### src/rtl/computer_4bit_pkg.sv
// rtl/computer_4bit_pkg.sv - shared types and instruction field helpers for the computer_4bit loader
package computer_4bit_pkg;

  localparam logic [3:0] OPC_HLT = 4'hF;

  typedef enum logic [2:0] {
    ST_IDLE,
    ST_LOAD,
    ST_SETTLE,
    ST_RUN,
    ST_DONE
  } loader_state_t;

  // Instruction byte layout is {address, opcode}
  function automatic logic [3:0] ins_addr(input logic [7:0] ins);
    return ins[7:4];
  endfunction

  function automatic logic [3:0] ins_op(input logic [7:0] ins);
    return ins[3:0];
  endfunction

  // A zero run length still gives the computer one cycle out of load mode
  function automatic logic [7:0] run_len(input logic [7:0] cycles);
    return (cycles == 8'd0) ? 8'd1 : cycles;
  endfunction

endpackage

### src/rtl/computer_4bit_loader_if.sv
// rtl/computer_4bit_loader_if.sv - host program stream (valid/ready) into the loader
interface computer_4bit_loader_if;
  logic       s_valid;
  logic       s_ready;
  logic [7:0] s_ins;
  logic [3:0] s_data;

  modport master (output s_valid, output s_ins, output s_data, input  s_ready);
  modport slave  (input  s_valid, input  s_ins, input  s_data, output s_ready);
endinterface

### src/rtl/loader_run_counter.sv
// rtl/loader_run_counter.sv - 8-bit loadable down-counter timing the RUN phase
module loader_run_counter (
  input  logic       clk,
  input  logic       rst,
  input  logic       load,
  input  logic       en,
  input  logic [7:0] value,
  output logic       last
);

  logic [7:0] count;

  always_ff @(posedge clk or negedge rst) begin
    if (!rst) begin
      count <= 8'd0;
    end else if (load) begin
      count <= value;
    end else if (en && count != 8'd0) begin
      count <= count - 8'd1;
    end
  end

  assign last = (count == 8'd1);

endmodule

### src/rtl/computer_4bit_loader.sv
// rtl/computer_4bit_loader.sv - loads a program into computer_4bit, runs it, captures the result
// Optional HLT presence check enabled by LOADER_HLT_CHECK_EN
module computer_4bit_loader
  import computer_4bit_pkg::*;
#(
  parameter int DEPTH = 16
) (
  input  logic                       clk,
  input  logic                       rst,
  input  logic                       start,
  input  logic [$clog2(DEPTH):0]     prog_len,
  input  logic [7:0]                 run_cycles,
  computer_4bit_loader_if.slave      s,
  output logic                       cpu_load,
  output logic [$clog2(DEPTH)-1:0]   cpu_addr,
  output logic [7:0]                 cpu_ins,
  output logic [3:0]                 cpu_data,
  input  logic [3:0]                 cpu_dout,
  input  logic                       cpu_zf,
  input  logic                       cpu_cf,
  output logic                       busy,
  output logic                       done,
  output logic [3:0]                 result,
  output logic                       res_zf,
  output logic                       res_cf,
  output logic                       err
);

  localparam int AW = $clog2(DEPTH);
  localparam logic [AW:0] DEPTH_W = (AW+1)'(DEPTH);

  loader_state_t state, state_next;

  logic [AW:0] idx;
  logic [AW:0] words;
  logic [AW:0] len_clamped;
  logic [7:0]  run_len_q;
  logic        ready_c;
  logic        start_ok;
  logic        accept;
  logic        run_load;
  logic        run_en;
  logic        run_last;
  logic        capture;
  logic        reject;
  logic        hlt_missing;
  logic        last_word;

  assign len_clamped = (prog_len > DEPTH_W) ? DEPTH_W : prog_len;
  assign last_word   = (idx == words - 1'b1);
  assign s.s_ready   = ready_c;

  always_ff @(posedge clk or negedge rst) begin
    if (!rst) begin
      state <= ST_IDLE;
    end else begin
      state <= state_next;
    end
  end

  always_comb begin
    state_next = state;
    ready_c    = 1'b0;
    cpu_load   = 1'b1;
    busy       = 1'b0;
    start_ok   = 1'b0;
    accept     = 1'b0;
    run_load   = 1'b0;
    run_en     = 1'b0;
    capture    = 1'b0;
    reject     = 1'b0;
    case (state)
      ST_IDLE, ST_DONE: begin
        if (start && prog_len != '0) begin
          start_ok   = 1'b1;
          state_next = ST_LOAD;
        end
      end
      ST_LOAD: begin
        ready_c = 1'b1;
        busy    = 1'b1;
        accept  = s.s_valid;
        if (accept && last_word) begin
          state_next = ST_SETTLE;
        end
      end
      ST_SETTLE: begin
        busy = 1'b1;
        if (hlt_missing) begin
          reject     = 1'b1;
          state_next = ST_DONE;
        end else begin
          run_load   = 1'b1;
          state_next = ST_RUN;
        end
      end
      ST_RUN: begin
        busy     = 1'b1;
        cpu_load = 1'b0;
        run_en   = 1'b1;
        if (run_last) begin
          capture    = 1'b1;
          state_next = ST_DONE;
        end
      end
      default: state_next = ST_IDLE;
    endcase
  end

  // Bus holds the last accepted word through stalls and SETTLE so the computer re-samples it
  always_ff @(posedge clk or negedge rst) begin
    if (!rst) begin
      idx       <= '0;
      words     <= '0;
      run_len_q <= 8'd0;
      cpu_addr  <= '0;
      cpu_ins   <= 8'd0;
      cpu_data  <= 4'd0;
      done      <= 1'b0;
      result    <= 4'd0;
      res_zf    <= 1'b0;
      res_cf    <= 1'b0;
    end else begin
      if (start_ok) begin
        idx       <= '0;
        words     <= len_clamped;
        run_len_q <= run_len(run_cycles);
        done      <= 1'b0;
      end
      if (accept) begin
        cpu_addr <= idx[AW-1:0];
        cpu_ins  <= s.s_ins;
        cpu_data <= s.s_data;
        idx      <= idx + 1'b1;
      end
      if (capture) begin
        result <= cpu_dout;
        res_zf <= cpu_zf;
        res_cf <= cpu_cf;
        done   <= 1'b1;
      end
      if (reject) begin
        done <= 1'b1;
      end
    end
  end

`ifdef LOADER_HLT_CHECK_EN
  logic hlt_seen;
  logic err_q;

  always_ff @(posedge clk or negedge rst) begin
    if (!rst) begin
      hlt_seen <= 1'b0;
      err_q    <= 1'b0;
    end else begin
      if (start_ok) begin
        hlt_seen <= 1'b0;
        err_q    <= 1'b0;
      end else if (accept && ins_op(s.s_ins) == OPC_HLT) begin
        hlt_seen <= 1'b1;
      end
      if (reject) begin
        err_q <= 1'b1;
      end
    end
  end

  assign hlt_missing = ~hlt_seen;
  assign err         = err_q;
`else
  assign hlt_missing = 1'b0;
  assign err         = 1'b0;
`endif

  loader_run_counter u_run_counter (
    .clk   (clk),
    .rst   (rst),
    .load  (run_load),
    .en    (run_en),
    .value (run_len_q),
    .last  (run_last)
  );

endmodule

### src/flat_wrapper.sv
// flat-port wrapper written by rule: the top's interface ports become plain ports
module computer_4bit_loader_flat import computer_4bit_pkg::*;
#(
  parameter int DEPTH = 16
)
  (clk, rst, start, prog_len, run_cycles, cpu_load, cpu_addr, cpu_ins, cpu_data, cpu_dout, cpu_zf, cpu_cf, busy, done, result, res_zf, res_cf, err, s_s_valid, s_s_ins, s_s_data, s_s_ready);
  computer_4bit_loader_if s_i ();
  input  logic clk;
  input  logic rst;
  input  logic start;
  input  logic [$clog2(DEPTH):0] prog_len;
  input  logic [7:0] run_cycles;
  output logic cpu_load;
  output logic [$clog2(DEPTH)-1:0] cpu_addr;
  output logic [7:0] cpu_ins;
  output logic [3:0] cpu_data;
  input  logic [3:0] cpu_dout;
  input  logic cpu_zf;
  input  logic cpu_cf;
  output logic busy;
  output logic done;
  output logic [3:0] result;
  output logic res_zf;
  output logic res_cf;
  output logic err;
  input wire logic [$bits(s_i.s_valid)-1:0] s_s_valid;
  input wire logic [$bits(s_i.s_ins)-1:0] s_s_ins;
  input wire logic [$bits(s_i.s_data)-1:0] s_s_data;
  output wire logic [$bits(s_i.s_ready)-1:0] s_s_ready;
  assign s_i.s_valid = s_s_valid;
  assign s_i.s_ins = s_s_ins;
  assign s_i.s_data = s_s_data;
  assign s_s_ready = s_i.s_ready;
  computer_4bit_loader #(.DEPTH(DEPTH)) u_core (.clk(clk), .rst(rst), .start(start), .prog_len(prog_len), .run_cycles(run_cycles), .s(s_i), .cpu_load(cpu_load), .cpu_addr(cpu_addr), .cpu_ins(cpu_ins), .cpu_data(cpu_data), .cpu_dout(cpu_dout), .cpu_zf(cpu_zf), .cpu_cf(cpu_cf), .busy(busy), .done(done), .result(result), .res_zf(res_zf), .res_cf(res_cf), .err(err));
endmodule
### config.mk
export PLATFORM = sky130hd
export DESIGN_NAME = computer_4bit_loader_flat
export DESIGN_NICKNAME = d
export VERILOG_FILES = /design/src/rtl/computer_4bit_pkg.sv /design/src/rtl/computer_4bit_loader_if.sv /design/src/rtl/loader_run_counter.sv /design/src/rtl/computer_4bit_loader.sv /design/src/flat_wrapper.sv
export SDC_FILE = /design/constraint.sdc
export NUM_CORES = 1
export LEC_CHECK = 0
export BUFFER_PORTS_ARGS = -buffer_cell sky130_fd_sc_hd__buf_2
export CORE_UTILIZATION = 48
export CTS_BUF_LIST = sky130_fd_sc_hd__clkbuf_8
export CTS_CLUSTER_DIAMETER = 120
export DETAILED_ROUTE_END_ITERATION = 8
export PLACE_DENSITY = 0.73
export SLEW_MARGIN = 5
export SYNTH_ARGS = -nofsm -noshare
export SYNTH_HDL_FRONTEND = slang
export SYNTH_SLANG_ARGS = --single-unit
export TNS_END_PERCENT = 20
### constraint.sdc
create_clock -name clk -period 2.3 [get_ports clk]
set_input_delay 0.46 -clock clk [delete_from_list [all_inputs] [get_ports clk]]
set_output_delay 0.46 -clock clk [all_outputs]
set_load 0.02 [all_outputs]
# --- Word-level counts from Yosys, hierarchy flattened ---
# Index checks and enable logic that the tools add are counted.
word_totals:
  ff_bits: 52
  latchBits: 0
  ram_bits: 0
  rom_bits: 0
  input_bits: 35
  output_inout_bits: 27
  wordCells: 60
  n_memories: 0
op_classes:
  n_addsub: 3
  n_mul: 0
  n_div: 0
  order_cmp: 1
  n_eq_ne: 9
  shifts: 0
  mux: 22
  n_bitwise: 0
  n_reduce_logical: 13
op_table:
  columns: ["operator", "count"]
  rows:
  - ["$mux W8", 3]
  - ["$mux W5", 3]
  - ["$mux W1", 12]
  - ["$pmux W3 S4", 1]
  - ["$mux W3", 3]
  - ["$eq A8 B1 Y1 const B", 1]
  - ["$logic_not A8 Y1", 1]
  - ["$reduce_bool A8 Y1", 1]
  - ["$sub A8 B1 Y8 const B", 1]
  - ["$eq A3 B2 Y1 const B", 2]
  - ["$ne A2 B1 Y1 const B", 3]
  - ["$reduce_bool A2 Y1", 3]
  - ["$add A5 B1 Y5 const B", 1]
  - ["$eq A5 B5 Y1", 1]
  - ["$gt A5 B5 Y1 const B", 1]
  - ["$reduce_bool A5 Y1", 1]
  - ["$sub A5 B1 Y5 const B", 1]
  - ["$eq A3 B1 Y1 const B", 1]
  - ["$eq A3 B3 Y1 const B", 1]
  - ["$logic_and A1 B1 Y1", 3]
  - ["$logic_not A3 Y1", 1]
  - ["$reduce_and A3 Y1", 1]
  - ["$reduce_or A3 Y1", 1]
  - ["$reduce_or A2 Y1", 1]

# --- Depth between registers and ports, before layout ---
depth:
  word_depth: 6
  depth_mapped: 6
  ltp_nobuf: 6

# --- Modules after synthesis ---
# Synthesis repeated with hierarchy kept, for this count alone.
unflattened:
  hier_cells: 250
  area_unflattened_um2: 2526.2
modules_own_cells:
  columns: ["mod", "n_inst", "cells_per_inst", "area_per_inst_um2", "seq_area_each_um2"]
  rows:
  - ["computer_4bit_loader", 1, 186, 1951.9, 1101.1]
  - ["loader_run_counter", 1, 64, 574.3, 200.2]

# --- Worst setup path after synthesis ---
# OpenSTA, ideal clock, no wires.
synth_timing:
  kind: "in2reg"
  from: "in prog_len[1]"
  to: "reg u_core.run_len_q[4]"
  setup_ns: 0.125
  arrival_time_ns: 1.710
  required_time_ns: 2.175
  slack_ns: 0.466
  stages: 4
  path_buffers: 1
  cell_sequence: "or4_4 -> o211ai_4 -> buf_6 -> mux2_2"
synth_via:
  elab_chain_cells: 4
synth_lines:
  columns: ["element", "line_no", "text"]
  rows:
  - ["start: declaration", "flat_wrapper.sv:11", "input logic [$clog2(DEPTH):0] prog_len;"]
  - ["$reduce_bool A5 Y1", "computer_4bit_loader.sv:74", "if (start && prog_len != '0) begin"]
  - ["$logic_and A1 B1 Y1", "computer_4bit_loader.sv:74", null]
  - ["$mux W1", "computer_4bit_loader.sv:74", null]
  - ["$mux W1", "computer_4bit_loader.sv:72", "case (state)"]
  - ["end signal: assignment", "computer_4bit_loader.sv:127", "run_len_q <= run_len(run_cycles);"]
  - ["end: declaration", "computer_4bit_loader.sv:37", "logic [7:0] run_len_q;"]
# No other way between the ends.
# A chain may end at the register's enable or synchronous reset.

# --- Final worst setup path ---
layout_timing:
  from: "reg u_core.u_run_counter.count[0]"
  to: "reg u_core.u_run_counter.count[6]"
layout_via:
  elab_chain_cells: 3
  word_cells_on_any_way: 6
layout_lines:
  columns: ["element", "line_no", "text"]
  rows:
  - ["start: declaration", "loader_run_counter.sv:11", "logic [7:0] count;"]
  - ["start signal: assignment", "loader_run_counter.sv:17", "count <= value;"]
  - ["start signal: assignment", "loader_run_counter.sv:19", "count <= count - 8'd1;"]
  - ["$sub A8 B1 Y8 / $reduce_bool A8 Y1 (equally long branches)", "loader_run_counter.sv:19, loader_run_counter.sv:18", null]
  - ["$mux W8 / $logic_and A1 B1 Y1 (equally long branches)", "loader_run_counter.sv:18", "end else if (en && count != 8'd0) begin"]
  - ["$mux W8 / $reduce_bool A2 Y1 (equally long branches)", null, null]
# Parallel ways exist; a longest one is shown, timed or not. The select of a mux whose other input is x is not followed.

==> impl_results.md <==
- Area Growth Syn to Fin: 19.3%
- Vert. Die Dim: 74.3 um
- YS warnings: 0
- First-pass GRT wire length: 8180 um
- Drt first-iter violations: 82
- # setup viols final: 0
- H-tree levels: 2
- Gr busiest metal: met2
- Post-synth top flop: dfrtp_1
- Post-route minimum period: 1930 ps
- TritonCTS clock tree: yes
- Unrepaired setup endpoints after global routing: false
- Post-cts sizing count: 0
- Post-Syn Instances: 250
- PD cells: 1350 nW/um^2
- Die ar.: 5520 sq um
- Clock Pin Slew Worst Setup and Hold Paths: 90 ps
- Root Buffer: clkbuf_8
- Seq/Total Area, Yosys: 51.8%
- Antenna cell count: 0
- Via count: 1942
- Largest net degree at the start of global routing: 28
- R2R Setup Slk: 370 ps
- Pleak: 1.48 nW
- Final period util: 84.0%
- Initial antenna violation count: 0
- GR Util met1: 27.2%
- Initial Utilization: 51.5%
- Setup TNS: 0 ps
- Arr. time, crit path: 2130 ps
- Worst hold slack: 165 ps
- Least-Margin Pin Slew: 632 ps
- Post-Syn Area: 2510 sq um
- Wirelength per Cell: 13.0 um
- Post-CTS setup buffer count: 0
- M3 GR Usage: 4.47%
- Mapped Nets: 290
- Largest cells by area after synthesis: dfrtp_1 52%, nand2_1 9.7%, mux2_2 6.3%
- Core Region: 4880 sq um
- Asr flop ratio synth: 100%
- Clock Skew: 6.11 ps
- Max transition margin: 57.9%
- Power Total: 4.03 mW
- Min-Delay Path Class: input pin to async pin
- Finished Layout Cells: 379
- Number of global-route vias before repair: 1787
- DRT Pass-1 Iters: 4
- Fmax achieved: 518 MHz
- GRT met2 Usage: 29.7%
- Setup crit end kind: flop
- Final Max Slew Viols: 0
- Drc violations: 0
- Crit path max fanout: 5
- Die width: 74.3 um
- Post-synth EDFFs: 0
- Synth Register Bits: 52
- Synth cell types: 48
- RD Place Congestion: 0.811
- Worst VDD drop: 0.668 mV
- Average size of a mapped cell: 10.0 sq um
- Proportion of layout cells with a drive suffix above 1: 30.4%
- Hold Violations, Final: 0
- Crit path kind: flop to flop
- GRT overflow: 0
- CTS buffer count: 5
- Yosys top cell by area: dfrtp_1
- CTS Hold Buffers Added: 0
- Placed Cells: 371
- Clock Path Buffers: 2
- Post-DR vias/cell: 5.12
- Final net count: 351
- Clk_lat worst skew: 310 ps
- Routed Antenna Nets: 0
- Post-Route Utilization: 61.4%
- Rows: 25
- DRT Wirelength: 4950 um
- IO Count: 62
- CTS Sinks: 52
- Top-area cell type share of the netlist area: 51.8%
- Tot GR Track Use: 19.6%
- Hpwl dp: 3670 um
- Maxcap violations: 0
- Status: finished clean
- PortBufs: 60
- Crit path required time: 2500 ps
- Startpoint types: flop
routing by layer:
metal,share of wire [%],vias to the layer above
met4,2.0,0
met3,4.1,8
met1,48,917
li1,-,981
met5,0,-
met2,45,36
cell families after synthesis:
logic type	after synthesis	share of synthesized area, %
mux	17	7.47
xor+xnor	7	2.44
other cells	1	0.149
fa+ha+maj	5	2.49
flops	52	51.8
compound gates	41	11.1
simple gates	111	21.5
buf+inv	16	3.04
path summary, 6_finish.rpt:
check / start / end / depth (start not counted)
worst max-delay path: u_core.u_run_counter.count[0]$_DFFE_PN0P_ / u_core.u_run_counter.count[6]$_DFFE_PN0P_ / 6
worst min-delay path: rst / u_core.res_cf$_DFFE_PN0P_ / 1
worst max register to register: u_core.u_run_counter.count[0]$_DFFE_PN0P_ / u_core.u_run_counter.count[6]$_DFFE_PN0P_ / 6
worst min register to register: u_core.cpu_addr[1]$_DFFE_PN0P_ / u_core.cpu_addr[1]$_DFFE_PN0P_ / 2
max in group asynchronous: rst / u_core.cpu_addr[1]$_DFFE_PN0P_ / 2
min in group clk: s_s_data[3] / u_core.cpu_data[3]$_DFFE_PN0P_ / 3
power by group:
group	switching, mW	total, mW	internal, mW
logic	0.999	1.80	0.799
clock network	0.292	0.611	0.319
registers	0.332	1.62	1.29
total	1.62	4.03	2.41
cell usage after synthesis (all sizes together), types with 2 or more instances:
| master | instances |
|---|---|
| a21oi | 7 |
| a22o | 3 |
| a31oi | 3 |
| a41oi | 2 |
| buf | 5 |
| clkbuf | 6 |
| dfrtp | 52 |
| ha | 5 |
| inv | 5 |
| mux2 | 14 |
| mux2i | 3 |
| nand2 | 67 |
| nand2b | 6 |
| nand3 | 8 |
| nand3b | 2 |
| nor2 | 9 |
| nor3 | 4 |
| nor3b | 2 |
| nor4 | 2 |
| o211ai | 2 |
| o21a | 2 |
| o21ai | 14 |
| o22ai | 3 |
| or3 | 2 |
| or4 | 2 |
| xnor2 | 3 |
| xor2 | 4 |
cell type report:
class | instances | area, sq um
clock buffers | 5 | 68.8
clock inverters | 3 | 38.8
fillers | 428 | 1880
inverters | 5 | 18.8
multi-input cells | 182 | 1130
flip-flops and latches | 52 | 1300
well taps | 67 | 83.8
repair buffers | 65 | 350
per-stage QoR:
step	cell area [sq um]	worst slack (ps)
final	3000	368
after global routing	3000	245
after CTS	3000	367
after detailed placement	2890	168
after global placement	2890	207
after floorplan	2510	466
critical path: stages, from the launching register on:
cell and delay, ps:
dfrtp_1 440, inv_1 130, ha_1 210, or3b_2 490, o32ai_1 230, nand2_1 80, a22o_1 250
cells in the final DEF, fill, tap and decap left out, types with 2 or more instances in the layout:
master,n
nand2_2,2
nand2b_1,6
a22o_1,3
inv_1,6
a31oi_1,3
dfrtp_1,52
nor4_1,2
or3_1,2
buf_4,4
or4_4,2
nand3b_1,2
xnor2_1,3
mux2i_1,3
o21ai_0,13
a21oi_1,7
clkbuf_8,5
nor3_1,4
buf_2,60
o21a_1,2
o22ai_1,3
mux2_2,14
nor2_1,9
nand3_1,8
ha_1,5
nand2_1,65
xor2_1,4
state kept, by name, indices dropped and copies added (netlist names):
| signal | cells |
|---|---|
| u_core.words | 5 |
| u_core.cpu_addr | 4 |
| u_core.u_run_counter.count | 8 |
| u_core.result | 4 |
| u_core.run_len_q | 8 |
| u_core.res_zf | 1 |
| u_core.cpu_data | 4 |
| u_core.cpu_ins | 8 |
| u_core.res_cf | 1 |
| u_core.state | 3 |
| u_core.done | 1 |
| u_core.idx | 5 |
No activity file was read; power rests on OpenSTA's default activity.
